<file path="config.mk">
export PLATFORM = sky130hd
export DESIGN_NAME = multi_test_runner
export DESIGN_NICKNAME = d
export VERILOG_FILES = /design/src/rtl/multi_test_runner_pkg.sv /design/src/rtl/multi_test_runner_timer.sv /design/src/rtl/multi_test_runner.sv
export SDC_FILE = /design/constraint.sdc
export NUM_CORES = 1
export LEC_CHECK = 0
export ABC_CLOCK_PERIOD_IN_PS = 2900
export CAP_MARGIN = 20
export CORE_UTILIZATION = 30
export CTS_CLUSTER_DIAMETER = 50
export DETAILED_ROUTE_END_ITERATION = 8
export PLACE_DENSITY = 0.49
export SETUP_SLACK_MARGIN = 0.05
export SYNTH_ARGS = -nofsm -noshare
export SYNTH_HDL_FRONTEND = slang
export SYNTH_SLANG_ARGS = --single-unit
</file>
<file path="constraint.sdc">
create_clock -name clk -period 2.9 [get_ports clk]
set_input_delay 0.725 -clock clk [delete_from_list [all_inputs] [get_ports clk]]
set_output_delay 0.725 -clock clk [all_outputs]
set_load 0.005 [all_outputs]
</file>
<file path="src/rtl/multi_test_runner_pkg.sv">
// -----------------------------------------------------------------------------
// multi_test_runner_pkg
// Shared types and constants for the multi-test sequencer.
//   state_e : sequencer FSM states
//   IDX_W   : width of the test index (supports up to 32 test channels)
// -----------------------------------------------------------------------------
package multi_test_runner_pkg;

  localparam int IDX_W = 5;

  typedef enum logic [2:0] {
    IDLE  = 3'd0,
    PREP  = 3'd1,
    RUN   = 3'd2,
    CHECK = 3'd3,
    DONE  = 3'd4
  } state_e;

endpackage

</file>
<file path="src/rtl/multi_test_runner_timer.sv">
// -----------------------------------------------------------------------------
// test_slot_timer
// Per-test cycle counter with the comparators that pace one test slot.
// Ports:
//   clk, reset   : clock, asynchronous active-high reset
//   clr_i        : clear the counter (sequencer in PREP)
//   inc_i        : count this cycle (sequencer in RUN); saturates at all ones
//   rst_win_o    : NEXT counter value lies in [RST_START, RST_END]; lets the
//                  registered DUT reset line up with the counter itself
//   req_en_o     : counter > REQ_DELAY
//   chk_en_o     : counter > REQ_DELAY + SETTLE
//   tmo_o        : counter > TIMEOUT
// -----------------------------------------------------------------------------
module test_slot_timer #(
  parameter int CNT_W     = 32,
  parameter int RST_START = 3,
  parameter int RST_END   = 8,
  parameter int REQ_DELAY = 100,
  parameter int SETTLE    = 5,
  parameter int TIMEOUT   = 10000
) (
  input  logic clk,
  input  logic reset,
  input  logic clr_i,
  input  logic inc_i,
  output logic rst_win_o,
  output logic req_en_o,
  output logic chk_en_o,
  output logic tmo_o
);

  logic [CNT_W-1:0] cnt_q;
  logic [CNT_W-1:0] cnt_d;

  // Next counter value: clear, saturating increment, or hold.
  always_comb begin
    cnt_d = cnt_q;
    if (clr_i) begin
      cnt_d = {CNT_W{1'b0}};
    end else if (inc_i && (cnt_q != {CNT_W{1'b1}})) begin
      cnt_d = cnt_q + {{(CNT_W-1){1'b0}}, 1'b1};
    end else begin
      cnt_d = cnt_q;
    end
  end

  // Counter register.
  always_ff @(posedge clk or posedge reset) begin
    if (reset) begin
      cnt_q <= {CNT_W{1'b0}};
    end else begin
      cnt_q <= cnt_d;
    end
  end

  assign rst_win_o = (cnt_d >= CNT_W'(RST_START)) && (cnt_d <= CNT_W'(RST_END));
  assign req_en_o  = (cnt_q > CNT_W'(REQ_DELAY));
  assign chk_en_o  = (cnt_q > CNT_W'(REQ_DELAY + SETTLE));
  assign tmo_o     = (cnt_q > CNT_W'(TIMEOUT));

endmodule

</file>
<file path="src/rtl/multi_test_runner.sv">
// -----------------------------------------------------------------------------
// multi_test_runner
// Sequences NUM_TESTS Synthesijer test methods (req/busy/return handshake):
// per test it pulses dut_reset, raises the request, waits for completion or
// timeout and records pass/fail.
// Optional build macro: STOP_ON_FAIL_EN -- end the run after the first failing
// test (cur_idx holds the failing index, untested result bits stay 0).
// Ports:
//   clk, reset  : clock, asynchronous active-high reset
//   start       : pulse, starts a run when idle (ignored otherwise)
//   dut_reset   : registered reset to the DUTs
//   test_req    : one-hot request to the current test
//   test_busy   : busy flags from the DUTs
//   test_return : return values from the DUTs (1 = pass)
//   cur_idx     : index of the running test
//   running     : high from start until done
//   done        : one-cycle pulse at end of run
//   pass        : all executed tests passed (valid with done)
//   pass_vec    : per-test pass bits
//   timeout_vec : per-test timeout bits
// -----------------------------------------------------------------------------
module multi_test_runner
  import multi_test_runner_pkg::*;
#(
  parameter int NUM_TESTS = 4,
  parameter int CNT_W     = 32,
  parameter int RST_START = 3,
  parameter int RST_END   = 8,
  parameter int REQ_DELAY = 100,
  parameter int SETTLE    = 5,
  parameter int TIMEOUT   = 10000
) (
  input  logic                 clk,
  input  logic                 reset,
  input  logic                 start,
  output logic                 dut_reset,
  output logic [NUM_TESTS-1:0] test_req,
  input  logic [NUM_TESTS-1:0] test_busy,
  input  logic [NUM_TESTS-1:0] test_return,
  output logic [IDX_W-1:0]     cur_idx,
  output logic                 running,
  output logic                 done,
  output logic                 pass,
  output logic [NUM_TESTS-1:0] pass_vec,
  output logic [NUM_TESTS-1:0] timeout_vec
);

  state_e                 state_q;
  logic                   dut_reset_q;
  logic [NUM_TESTS-1:0]   test_req_q;
  logic [IDX_W-1:0]       cur_idx_q;
  logic                   running_q;
  logic                   done_q;
  logic                   pass_q;
  logic [NUM_TESTS-1:0]   pass_vec_q;
  logic [NUM_TESTS-1:0]   timeout_vec_q;
  logic                   ret_q;
  logic                   tmo_q;

  logic                   rst_win_s;
  logic                   req_en_s;
  logic                   chk_en_s;
  logic                   tmo_s;
  logic [NUM_TESTS-1:0]   sel_s;
  logic                   busy_sel_s;
  logic                   ret_sel_s;
  logic                   pass_bit_s;
  logic                   stop_s;

  test_slot_timer #(
    .CNT_W    (CNT_W),
    .RST_START(RST_START),
    .RST_END  (RST_END),
    .REQ_DELAY(REQ_DELAY),
    .SETTLE   (SETTLE),
    .TIMEOUT  (TIMEOUT)
  ) u_timer (
    .clk      (clk),
    .reset    (reset),
    .clr_i    (state_q == PREP),
    .inc_i    (state_q == RUN),
    .rst_win_o(rst_win_s),
    .req_en_o (req_en_s),
    .chk_en_o (chk_en_s),
    .tmo_o    (tmo_s)
  );

  // Channel selection via a one-hot mask so the index never needs to match
  // the vector width; bits of other channels are masked off.
  always_comb begin
    sel_s      = NUM_TESTS'(1'b1) << cur_idx_q;
    busy_sel_s = |(test_busy & sel_s);
    ret_sel_s  = |(test_return & sel_s);
    pass_bit_s = ret_q & ~tmo_q;
`ifdef STOP_ON_FAIL_EN
    stop_s     = (cur_idx_q == IDX_W'(NUM_TESTS - 1)) || !pass_bit_s;
`else
    stop_s     = (cur_idx_q == IDX_W'(NUM_TESTS - 1));
`endif
  end

  // Sequencer FSM with all outputs registered.
  always_ff @(posedge clk or posedge reset) begin
    if (reset) begin
      state_q       <= IDLE;
      dut_reset_q   <= 1'b0;
      test_req_q    <= '0;
      cur_idx_q     <= '0;
      running_q     <= 1'b0;
      done_q        <= 1'b0;
      pass_q        <= 1'b0;
      pass_vec_q    <= '0;
      timeout_vec_q <= '0;
      ret_q         <= 1'b0;
      tmo_q         <= 1'b0;
    end else begin
      case (state_q)
        IDLE: begin
          done_q <= 1'b0;
          if (start) begin
            pass_vec_q    <= '0;
            timeout_vec_q <= '0;
            cur_idx_q     <= '0;
            running_q     <= 1'b1;
            pass_q        <= 1'b0;
            state_q       <= PREP;
          end
        end
        PREP: begin
          // rst_win looks at the cleared counter the first RUN cycle will see.
          dut_reset_q <= rst_win_s;
          state_q     <= RUN;
        end
        RUN: begin
          // Completion is tested first so it wins over a same-cycle timeout.
          if (chk_en_s && !busy_sel_s) begin
            ret_q       <= ret_sel_s;
            tmo_q       <= 1'b0;
            test_req_q  <= '0;
            dut_reset_q <= 1'b0;
            state_q     <= CHECK;
          end else if (tmo_s) begin
            ret_q       <= 1'b0;
            tmo_q       <= 1'b1;
            test_req_q  <= '0;
            dut_reset_q <= 1'b0;
            state_q     <= CHECK;
          end else begin
            dut_reset_q <= rst_win_s;
            test_req_q  <= req_en_s ? sel_s : '0;
          end
        end
        CHECK: begin
          pass_vec_q    <= pass_vec_q | (pass_bit_s ? sel_s : '0);
          timeout_vec_q <= timeout_vec_q | (tmo_q ? sel_s : '0);
          if (stop_s) begin
            state_q <= DONE;
          end else begin
            cur_idx_q <= cur_idx_q + IDX_W'(1);
            state_q   <= PREP;
          end
        end
        DONE: begin
          // Tests never executed hold 0, so a stopped run reports pass=0.
          done_q    <= 1'b1;
          running_q <= 1'b0;
          pass_q    <= &pass_vec_q;
          state_q   <= IDLE;
        end
        default: begin
          state_q <= IDLE;
        end
      endcase
    end
  end

  assign dut_reset   = dut_reset_q;
  assign test_req    = test_req_q;
  assign cur_idx     = cur_idx_q;
  assign running     = running_q;
  assign done        = done_q;
  assign pass        = pass_q;
  assign pass_vec    = pass_vec_q;
  assign timeout_vec = timeout_vec_q;

endmodule

</file>
# Yosys cells after proc, flatten, opt, wreduce, memory -nomap -nowiden
# Cells that the tools add are included.
[word_totals]
word_cells = 82
register_bits = 58
[op_classes]
order_cmp = 5
shift = 1
n_bitwise = 6
n_eq_ne = 9
n_reduce_logical = 17
addsub = 2
muxes = 30
[op_table]
columns = ["operator", "n"]
rows = [
  ["greater-than comparator 32 x 7 -> 1 bit (second input constant)", 2],
  ["two-way mux 32 bit", 2],
  ["adder 32 x 1 -> 32 bit (second input constant)", 1],
  ["greater-or-equal comparator 32 x 2 -> 1 bit (second input constant)", 1],
  ["greater-than comparator 32 x 14 -> 1 bit (second input constant)", 1],
  ["<= comparator 32 x 4 -> 1 bit (second input constant)", 1],
  ["inequality test 32 bit (second input constant)", 1],
  ["two-way mux 4 bit", 6],
  ["one-hot mux 4 bit (2 select lines)", 2],
  ["two-way mux 3 bit", 4],
  ["one-hot mux 3 bit (4 select lines)", 1],
  ["two-way mux 5 bit", 2],
  ["one-hot mux 5 bit (2 select lines)", 1],
  ["AND 4 bit", 2],
  ["two-way mux 1 bit", 8],
  ["OR 4 bit", 2],
  ["one-hot mux 1 bit (2 select lines)", 4],
  ["AND reduction 2 bit", 4],
  ["nonzero test 2 bit", 4],
  ["OR reduction 4 bit", 2],
  ["equality test 3 x 2 -> 1 bit (second input constant)", 2],
  ["adder 5 x 1 -> 5 bit (second input constant)", 1],
  ["equality test 5 x 2 -> 1 bit (second input constant)", 1],
  ["left shift 1 x 5 -> 4 bit (first input constant)", 1],
  ["other kinds (11)", 14],
]

# Depth between registers and ports, before layout
# Gate-level depths: netlist (run 1).
[logic_depth]
ltp_word = 9
ltp_mapped = 12
depth_no_buf = 10

# Cells and area by module
# From an unflattened synthesis (run 1), not the netlist that was laid out.
[unflattened]
hier_cells = 391
area_unflattened_um2 = 3499.6
[modules_own_cells]
columns = ["mod", "instances", "seq_area_each_um2", "cells_each", "area_per_inst_um2"]
rows = [
  ["test_slot_timer", 1, 800.8, 265, 2224.6],
  ["multi_test_runner", 1, 650.6, 126, 1275.0],
]

# Worst setup path before layout (run 1)
# No wires, ideal clock.
[synth_path]
kind = "flip-flop to flip-flop"
start = "reg u_timer.cnt_q[0]"
end = "reg dut_reset_q (netlist: dut_reset)"
path_slack_ns = 0.164
synth_period_minus_slack_ns = 2.736
path_stages_with_launch = 11
t_required_ns = 2.805
path_buffers = 1
arrival_time_ns = 2.641
path_cell_list = "dfrtp_1 clkbuf_1 inv_1 ha_1 or3b_1 a2111o_1 a311oi_2 a21oi_1 a2111oi_2 nand4_1 o31ai_1"
[synth_via]
elab_chain_len = 9
elab_cells_between_ends = 14
cone_classes = "1 x add/sub; 4 x order compare; 1 x eq/ne; 5 x mux; 3 x reduce/logical"
[synth_lines]
columns = ["element", "line_no", "source"]
rows = [
  ["start, declared", "multi_test_runner_timer.sv:32", "logic [CNT_W-1:0] cnt_q;"],
  ["start signal, assigned", "multi_test_runner_timer.sv:50", "cnt_q <= {CNT_W{1'b0}};"],
  ["start signal, assigned", "multi_test_runner_timer.sv:52", "cnt_q <= cnt_d;"],
  ["parallel branches: the longest is 8 deep, another holds adder 32 x 1 -> 32 bit", "--", ""],
  ["one-hot mux 1 bit (2 select lines) *", "multi_test_runner.sv:117", "case (state_q)"],
  ["end signal, assigned", "multi_test_runner.sv:131", "dut_reset_q <= rst_win_s;"],
  ["end signal, assigned", "multi_test_runner.sv:149", "dut_reset_q <= rst_win_s;"],
  ["end, declared", "multi_test_runner.sv:49", "logic dut_reset_q;"],
]
# Mark *: on every way between the ends.
# A chain may end at the register's enable or synchronous reset.

# Final worst setup path (run 1)
[layout_path]
start = "reg u_timer.cnt_q[0]"
end = "reg test_req_q[3] (netlist: test_req[3])"
[layout_via]
elab_chain_len = 4
elab_cells_between_ends = 7
cone_classes = "3 x order compare; 3 x mux; 1 x reduce/logical"
[layout_lines]
columns = ["element", "line_no", "source"]
rows = [
  ["greater-than comparator 32 x 7 -> 1 bit", "multi_test_runner_timer.sv:57", "assign req_en_o = (cnt_q > CNT_W'(REQ_DELAY));"],
  ["two-way mux 4 bit", "multi_test_runner.sv:150", "test_req_q <= req_en_s ? sel_s : '0;"],
  ["two-way mux 4 bit", "multi_test_runner.sv:142", "end else if (tmo_s) begin"],
  ["two-way mux 4 bit *", "multi_test_runner.sv:136", "if (chk_en_s && !busy_sel_s) begin"],
  ["end signal, assigned", "multi_test_runner.sv:150", ""],
  ["end, declared", "multi_test_runner.sv:50", "logic [NUM_TESTS-1:0] test_req_q;"],
]
# Mark *: on every way between the ends. The rest lies on a longest branch, timed or not.

==> impl_metrics.tcl, run 1 <==
set metrics [dict create \
    status "complete, no violations" \
    initial_core_util_pct 31.36 \
    grt_pass1_wl_mm 13.88 \
    period_minus_slack_ns 2.645 \
    diodes 0 \
    die_w_um 106.8 \
    r2r_setup_slack_ns 0.26 \
    crit_arrival_ns 2.93 \
    hold_buffers 0 \
    core_um2 10510 \
    place_inst 521 \
    rsz0062_at_grt "yes" \
    worstRegToRegCells 11 \
    die_y_um 106.8 \
    ys_seq_area_share_pct 44.04 \
    crit_family "compound AO/OA/AOI/OAI gates" \
    worst_slew_pin_slew_ns 0.5809 \
    hold_start "test_req[2]$_DFFE_PP0P_" \
    grt_max_degree 26 \
    antenna_found_initial 0 \
    period_share_pct 91.21 \
    hold_violations 0 \
    drive_gt1_share_pct 13.40 \
    hpwl_mm 6.085 \
    io_pins 32 \
    ys.flop_type "dfrtp_1" \
    hold_class "flip-flop to flip-flop" \
    r2r-end "test_req[3]$_DFFE_PP0P_" \
    syn_inst 355 \
    wl_per_cell_um 15.47 \
    gp_congestion 0.7997 \
    crit_top_cell "buf_4" \
    cts.htree.levels 3 \
    netlist_area_um2 3296 \
    final_cell_count_no_fill 539 \
    drc_errors 0 \
    drtIter0Drc 146 \
    ys_types 55 \
    slew_headroom_pct 61.22 \
    critPathBufInv 3 \
    cp-end-kind "flip-flop" \
    rows 37 \
    finalNetCount 414 \
    area_growth_pct 22.85 \
    synthArstFlopShare_pct 100.0 \
    finClkSkew_ns 0.01596 \
    cts_made_buffers 9 \
    rr_startpoint "u_timer.cnt_q[0]$_DFF_PP0_" \
    ys.warnings.count 0 \
    drv_cap 0 \
    wirelength_mm 8.341 \
    grt_pass1_vias 2671 \
    dr.pass1.iters 4 \
    crit_type "flip-flop to flip-flop" \
    max_stage_delay_ns 0.42 \
    whs_ns 0.4901 \
    crit_required_ns 3.18 \
    slew_viol_final 0 \
    cp_cell_sequence "inv_1 > ha_1 > or3b_1 > a2111o_1 > a311oi_2 > buf_4 > nand2_1 > a21oi_2 > o31a_1 > buf_4 > a22o_1" \
    clk_pin_slew_worst_paths_ns 0.09 \
    avgSynthCellArea_um2 9.284 \
    synth-seq-cells 58 \
    synth-edff-count 0 \
    ant_nets 0 \
    fin_area_um2 4049 \
    clockBufferDepth 2 \
    final_util_pct 38.53 \
    cts_root_buffer "clkbuf_8" \
    cts_tree "built" \
    p_total_mw 2.577 \
    numClockSinks 58 \
    fmax_mhz 378.1 \
    min_to "test_req[2]$_DFFE_PP0P_" \
    setup_violations 0 \
    place_area_um2 3819 \
    pre_cts_ws_ns 0.1788 \
    grt-ovfl-total 0 \
    cpMaxStageDelayCell "a2111o_1" \
    powerDensity_nw_per_um2 636.4 \
    leakage_nw 1.665 \
    setup_tns_ns 0 \
    track_usage_pct 15.60 \
    cp_max_fo 4 \
    holdPathStages 2 \
    worst_slack_ns 0.2550 \
    ir_drop_mv 0.2719 \
    io_buffers 31 \
    syn_nets 371 \
    fp.dieArea_um2 11410 \
    clk_latency_ns 0.35 \
    cp-start-kind "flip-flop" \
    drt-vias-per-instance 5.252 \
    vias 2831 \
    crit_path_start "u_timer.cnt_q[0]$_DFF_PP0_" \
]
==> cell usage in the layout, fill, tap and decap left out, types with 13 or more instances in the layout <==
| cell | instances |
|---|---|
| dfrtp_1 | 58 |
| nor2_1 | 39 |
| nand2_1 | 36 |
| clkdlybuf4s50_1 | 31 |
| a21oi_1 | 19 |
| o21ai_0 | 19 |
| buf_4 | 19 |
| nand3_1 | 17 |
| nand4_1 | 14 |
| xnor2_1 | 13 |
==> metal layers <==
metal	vias up	routed length [um]	part of all wire (%)	global-route usage (%)
met4	0	129	1.5	5.969
met5	-	0	0	0
met2	67	3534	42	21.43
met1	1376	4319	52	24.14
li1	1375	-	-	-
met3	13	359	4.3	2.371
==> synthesized netlist by cell type (3+ instances only) <==
| library cell | n | share of area [%] |
|---|---|---|
| dfrtp_1 | 58 | 44 |
| nor2_1 | 39 | 4.4 |
| nand2_1 | 36 | 4.1 |
| a21oi_1 | 20 | 3.0 |
| o21ai_0 | 19 | 2.9 |
| nand3_1 | 17 | 2.6 |
| nand4_1 | 14 | 2.7 |
| xnor2_1 | 13 | 3.5 |
| nor3_1 | 10 | 1.5 |
| xor2_1 | 10 | 2.7 |
| clkbuf_1 | 9 | 1.0 |
| nor4_1 | 9 | 1.7 |
| or3_1 | 9 | 1.7 |
| and3_1 | 8 | 1.5 |
| inv_1 | 7 | 0.80 |
| buf_2 | 5 | 0.76 |
| ha_1 | 5 | 1.9 |
| a22o_1 | 4 | 1.1 |
| and2_1 | 4 | 0.76 |
| buf_6 | 4 | 1.4 |
| o31ai_1 | 4 | 0.91 |
| a32o_1 | 3 | 0.91 |
| nand2b_1 | 3 | 0.57 |
| nor2b_1 | 3 | 0.57 |
| o21bai_1 | 3 | 0.68 |
==> worst max-delay path by stage <==
stage / to / slack [ns] / cells after the start
CTS: test_req[2]$_DFFE_PP0P_ / 0.11 / 11
finish: test_req[3]$_DFFE_PP0P_ / 0.26 / 11
floorplan: dut_reset$_DFFE_PP0P_ / 0.16 / 10
detailed placement: test_req[2]$_DFFE_PP0P_ / 0.18 / 11
global route: test_req[1]$_DFFE_PP0P_ / 0.03 / 11
global placement: test_req[1]$_DFFE_PP0P_ / 0.19 / 11
==> power by group <==
part	internal, mW	total, mW	leakage, nW	switching, mW
sequential	0.882	0.979	0.783	0.0972
combinational	0.360	0.824	0.790	0.464
clock	0.402	0.774	0.0921	0.372
==> registers in the layout, indices dropped and copies added, names as in the netlist <==
signal	cells
cur_idx	5
done	1
dut_reset	1
pass	1
pass_vec	4
ret_q	1
running	1
state_q	3
test_req	4
timeout_vec	4
tmo_q	1
u_timer.cnt_q	32
==> kinds of logic after synthesis <==
kind of cell / Yosys count / synth area share (%)
simple gates: 172 / 28.25
compound gates: 67 / 13.67
flops: 58 / 44.04
buf+inv: 26 / 4.062
xor+xnor: 23 / 6.112
fa+ha+maj: 5 / 1.898
mux: 4 / 1.974
==> worst min-delay path: cells and delay by family, from the launching register on <==
family / cells / cell delay [ns]
AOI/OAI and AO/OA: 1 / 0.06
and+or+nand+nor: 1 / 0.05
DFF: 1 / 0.35
==> repair_timing <==
| item | 4_1_cts | 5_1_grt |
|---|---|---|
| gates resized for setup | 0 | 2 |
| setup endpoints to repair | 0 | 5 |
| setup buffers | 0 | 2 |
==> layout make-up <==
class / count / area, um2
Clock inverter: 7 / 78.83
Inverter: 7 / 26.28
Timing Repair Buffer: 51 / 473.0
Tap cell: 136 / 170.2
Multi-Input combinational cell: 271 / 1725
Clock buffer: 9 / 123.9
Sequential cell: 58 / 1451
Fill cell: 1078 / 6460
No activity file was read; power rests on OpenSTA's default activity.
==> inputs of run 2 (changes only) <==
--- a/config.mk
+++ b/config.mk
@@ -10,7 +10,6 @@
 export CORE_UTILIZATION = 30
 export CTS_CLUSTER_DIAMETER = 50
 export DETAILED_ROUTE_END_ITERATION = 8
-export PLACE_DENSITY = 0.49
 export SETUP_SLACK_MARGIN = 0.05
 export SYNTH_ARGS = -nofsm -noshare
 export SYNTH_HDL_FRONTEND = slang
==> run 2 against run 1 <==
- core utilization fell by 0.24 points
- critical path type unchanged
- routed wire length shrank 3.2%
- highest routed layer unchanged
- sequential power about the same
==> impl_metrics.tcl, run 2 (synthesis gave the netlist of run 1 again) <==
set metrics [dict create \
    crit_type "flip-flop to flip-flop" \
    grt-ovfl-total 0 \
    slew_headroom_pct 64.23 \
    drive_gt1_share_pct 11.59 \
    gp_congestion 0.8987 \
    drv_cap 0 \
    post_cts_buffers 0 \
    initial_core_util_pct 31.36 \
    final_util_pct 38.29 \
    slew_viol_final 0 \
    setup_tns_ns 0 \
    period_share_pct 91.49 \
    largest_reg_flops 32 \
    hpwl_mm 5.843 \
    io_pins 32 \
    cts_tree "built" \
    switching_share_pct 34.13 \
    area_growth_pct 22.10 \
    crit_required_ns 3.17 \
    final_common_cell "dfrtp_1" \
    rr_startpoint "u_timer.cnt_q[1]$_DFF_PP0_" \
    hold_violations 0 \
    seqPwrFrac_pct 38.4 \
    grt_pass1_wl_mm 13.34 \
    dr.pass1.iters 4 \
    holdPathStages 2 \
    status "complete, no violations" \
    clk_pin_slew_worst_paths_ns 0.07 \
    r2r-end "test_req[1]$_DFFE_PP0P_" \
    numClockSinks 58 \
    track_usage_pct 15.16 \
    r2r_setup_slack_ns 0.25 \
    hold_buffers 0 \
    p_int_mw 1.680 \
    drc_errors 0 \
    die_y_um 106.8 \
    clk_latency_ns 0.35 \
    rows 37 \
    fp.dieArea_um2 11410 \
    die_w_um 106.8 \
    rsz0062_at_grt "no" \
    clockBufferDepth 2 \
    power_frac_comb_pct 30.9 \
    period_minus_slack_ns 2.653 \
    ir_drop_mv 0.1670 \
    grt_max_degree 36 \
    switching_power_uw 870.6 \
    drt-vias-per-instance 5.210 \
    cts_made_buffers 9 \
    cts.htree.levels 3 \
    largest_register "u_timer.cnt_q" \
    cp_max_fo 4 \
    n_fill_cell 1037 \
    powerDensity_nw_per_um2 633.9 \
    diodes 0 \
    wl_per_cell_um 15.15 \
    drtIter0Drc 195 \
    finClkSkew_ns 0.009002 \
    leakage_nw 1.659 \
    ant_nets 0 \
    clkPwrFrac_pct 30.7 \
    cp-start-kind "flip-flop" \
    core_um2 10510 \
    cp-end-kind "flip-flop" \
    final_cell_mix "dfrtp_1 (58), nor2_1 (39), nand2_1 (36), clkdlybuf4s50_1 (31), a21oi_1 (20)" \
    setup_violations 0 \
    worstRegToRegCells 10 \
    worst_slew_pin_slew_ns 0.5358 \
    crit_arrival_ns 2.93 \
    hold_start "timeout_vec[2]$_DFFE_PP0P_" \
    cts_root_buffer "clkbuf_8" \
    finalNetCount 409 \
    hold_class "flip-flop to flip-flop" \
    wirelength_mm 8.073 \
    io_buffers 31 \
    fmax_mhz 376.9 \
    grt_pass1_vias 2671 \
    antenna_found_initial 0 \
    vias 2777 \
    min_to "timeout_vec[2]$_DFFE_PP0P_" \
]
run 2: metal layers:
metal | wire length (um) | GRT usage [%] | up-vias
met5 | 0 | 0 | -
li1 | - | - | 1370
met4 | 212 | 8.904 | 0
met2 | 3680 | 22.21 | 59
met1 | 3920 | 20.80 | 1334
met3 | 259 | 2.796 | 14
run 2: power by group through the flow:
stage	logic [mW]	clock network, mW	registers, mW
final	0.789	0.782	0.979
after floorplan	0.530	0	0.956
after detailed placement	0.788	0	0.993
after global placement	0.776	0	0.991
after CTS	0.793	0.802	0.980
after global routing	0.874	0.833	0.992
run 2: worst max-delay path, cell delays in order (launching register included):
cell and delay [ns]:
dfrtp_1 0.38, inv_1 0.12, ha_1 0.18, or3b_1 0.36, a2111o_1 0.46, a311oi_4 0.29
nand2_1 0.09, a21oi_1 0.23, o31a_1 0.25, inv_1 0.07, o21ai_0 0.15
run 2: per-stage QoR:
step | area (um2) | power [mW] | std cells | hold WS [ns] | setup WS, ns
after floorplan | 3296 | 1.486 | 355 | 0.4705 | 0.1636
after global placement | 3789 | 1.767 | 517 | 0.4712 | 0.2557
after detailed placement | 3789 | 1.781 | 517 | 0.4813 | 0.1620
after global routing | 4024 | 2.698 | 533 | 0.5086 | 0.06460
after CTS | 3993 | 2.575 | 532 | 0.4960 | 0.1016
final | 4024 | 2.551 | 533 | 0.4869 | 0.2467
run 2: final cells by class:
type                    instances  area, um2  share of cell area, %
inverters                       7      26.28                 0.6530
multi-input cells             272       1744                  43.35
well taps                     136      170.2                  4.229
clock inverters                 2      35.03                 0.8706
clock buffers                  13      168.9                  4.198
repair buffers                 45      427.9                  10.63
flip-flops and latches         58       1451                  36.07
run 2: worst max path at each step:
stage | from | end | slack (ns) | cells past startpoint
finish | u_timer.cnt_q[1]$_DFF_PP0_ | test_req[1]$_DFFE_PP0P_ | 0.25 | 10
global route | u_timer.cnt_q[0]$_DFF_PP0_ | dut_reset$_DFFE_PP0P_ | 0.06 | 9
detailed placement | u_timer.cnt_q[1]$_DFF_PP0_ | dut_reset$_DFFE_PP0P_ | 0.16 | 9
floorplan | u_timer.cnt_q[0]$_DFF_PP0_ | dut_reset$_DFFE_PP0P_ | 0.16 | 10
CTS | u_timer.cnt_q[0]$_DFF_PP0_ | dut_reset$_DFFE_PP0P_ | 0.10 | 9
global placement | u_timer.cnt_q[0]$_DFF_PP0_ | dut_reset$_DFFE_PP0P_ | 0.26 | 9
run 2: what timing repair did:
action,4_1_cts,5_1_grt
setup endpoints to repair,0,3
gates resized for setup,0,2
hold endpoints to repair,0,0
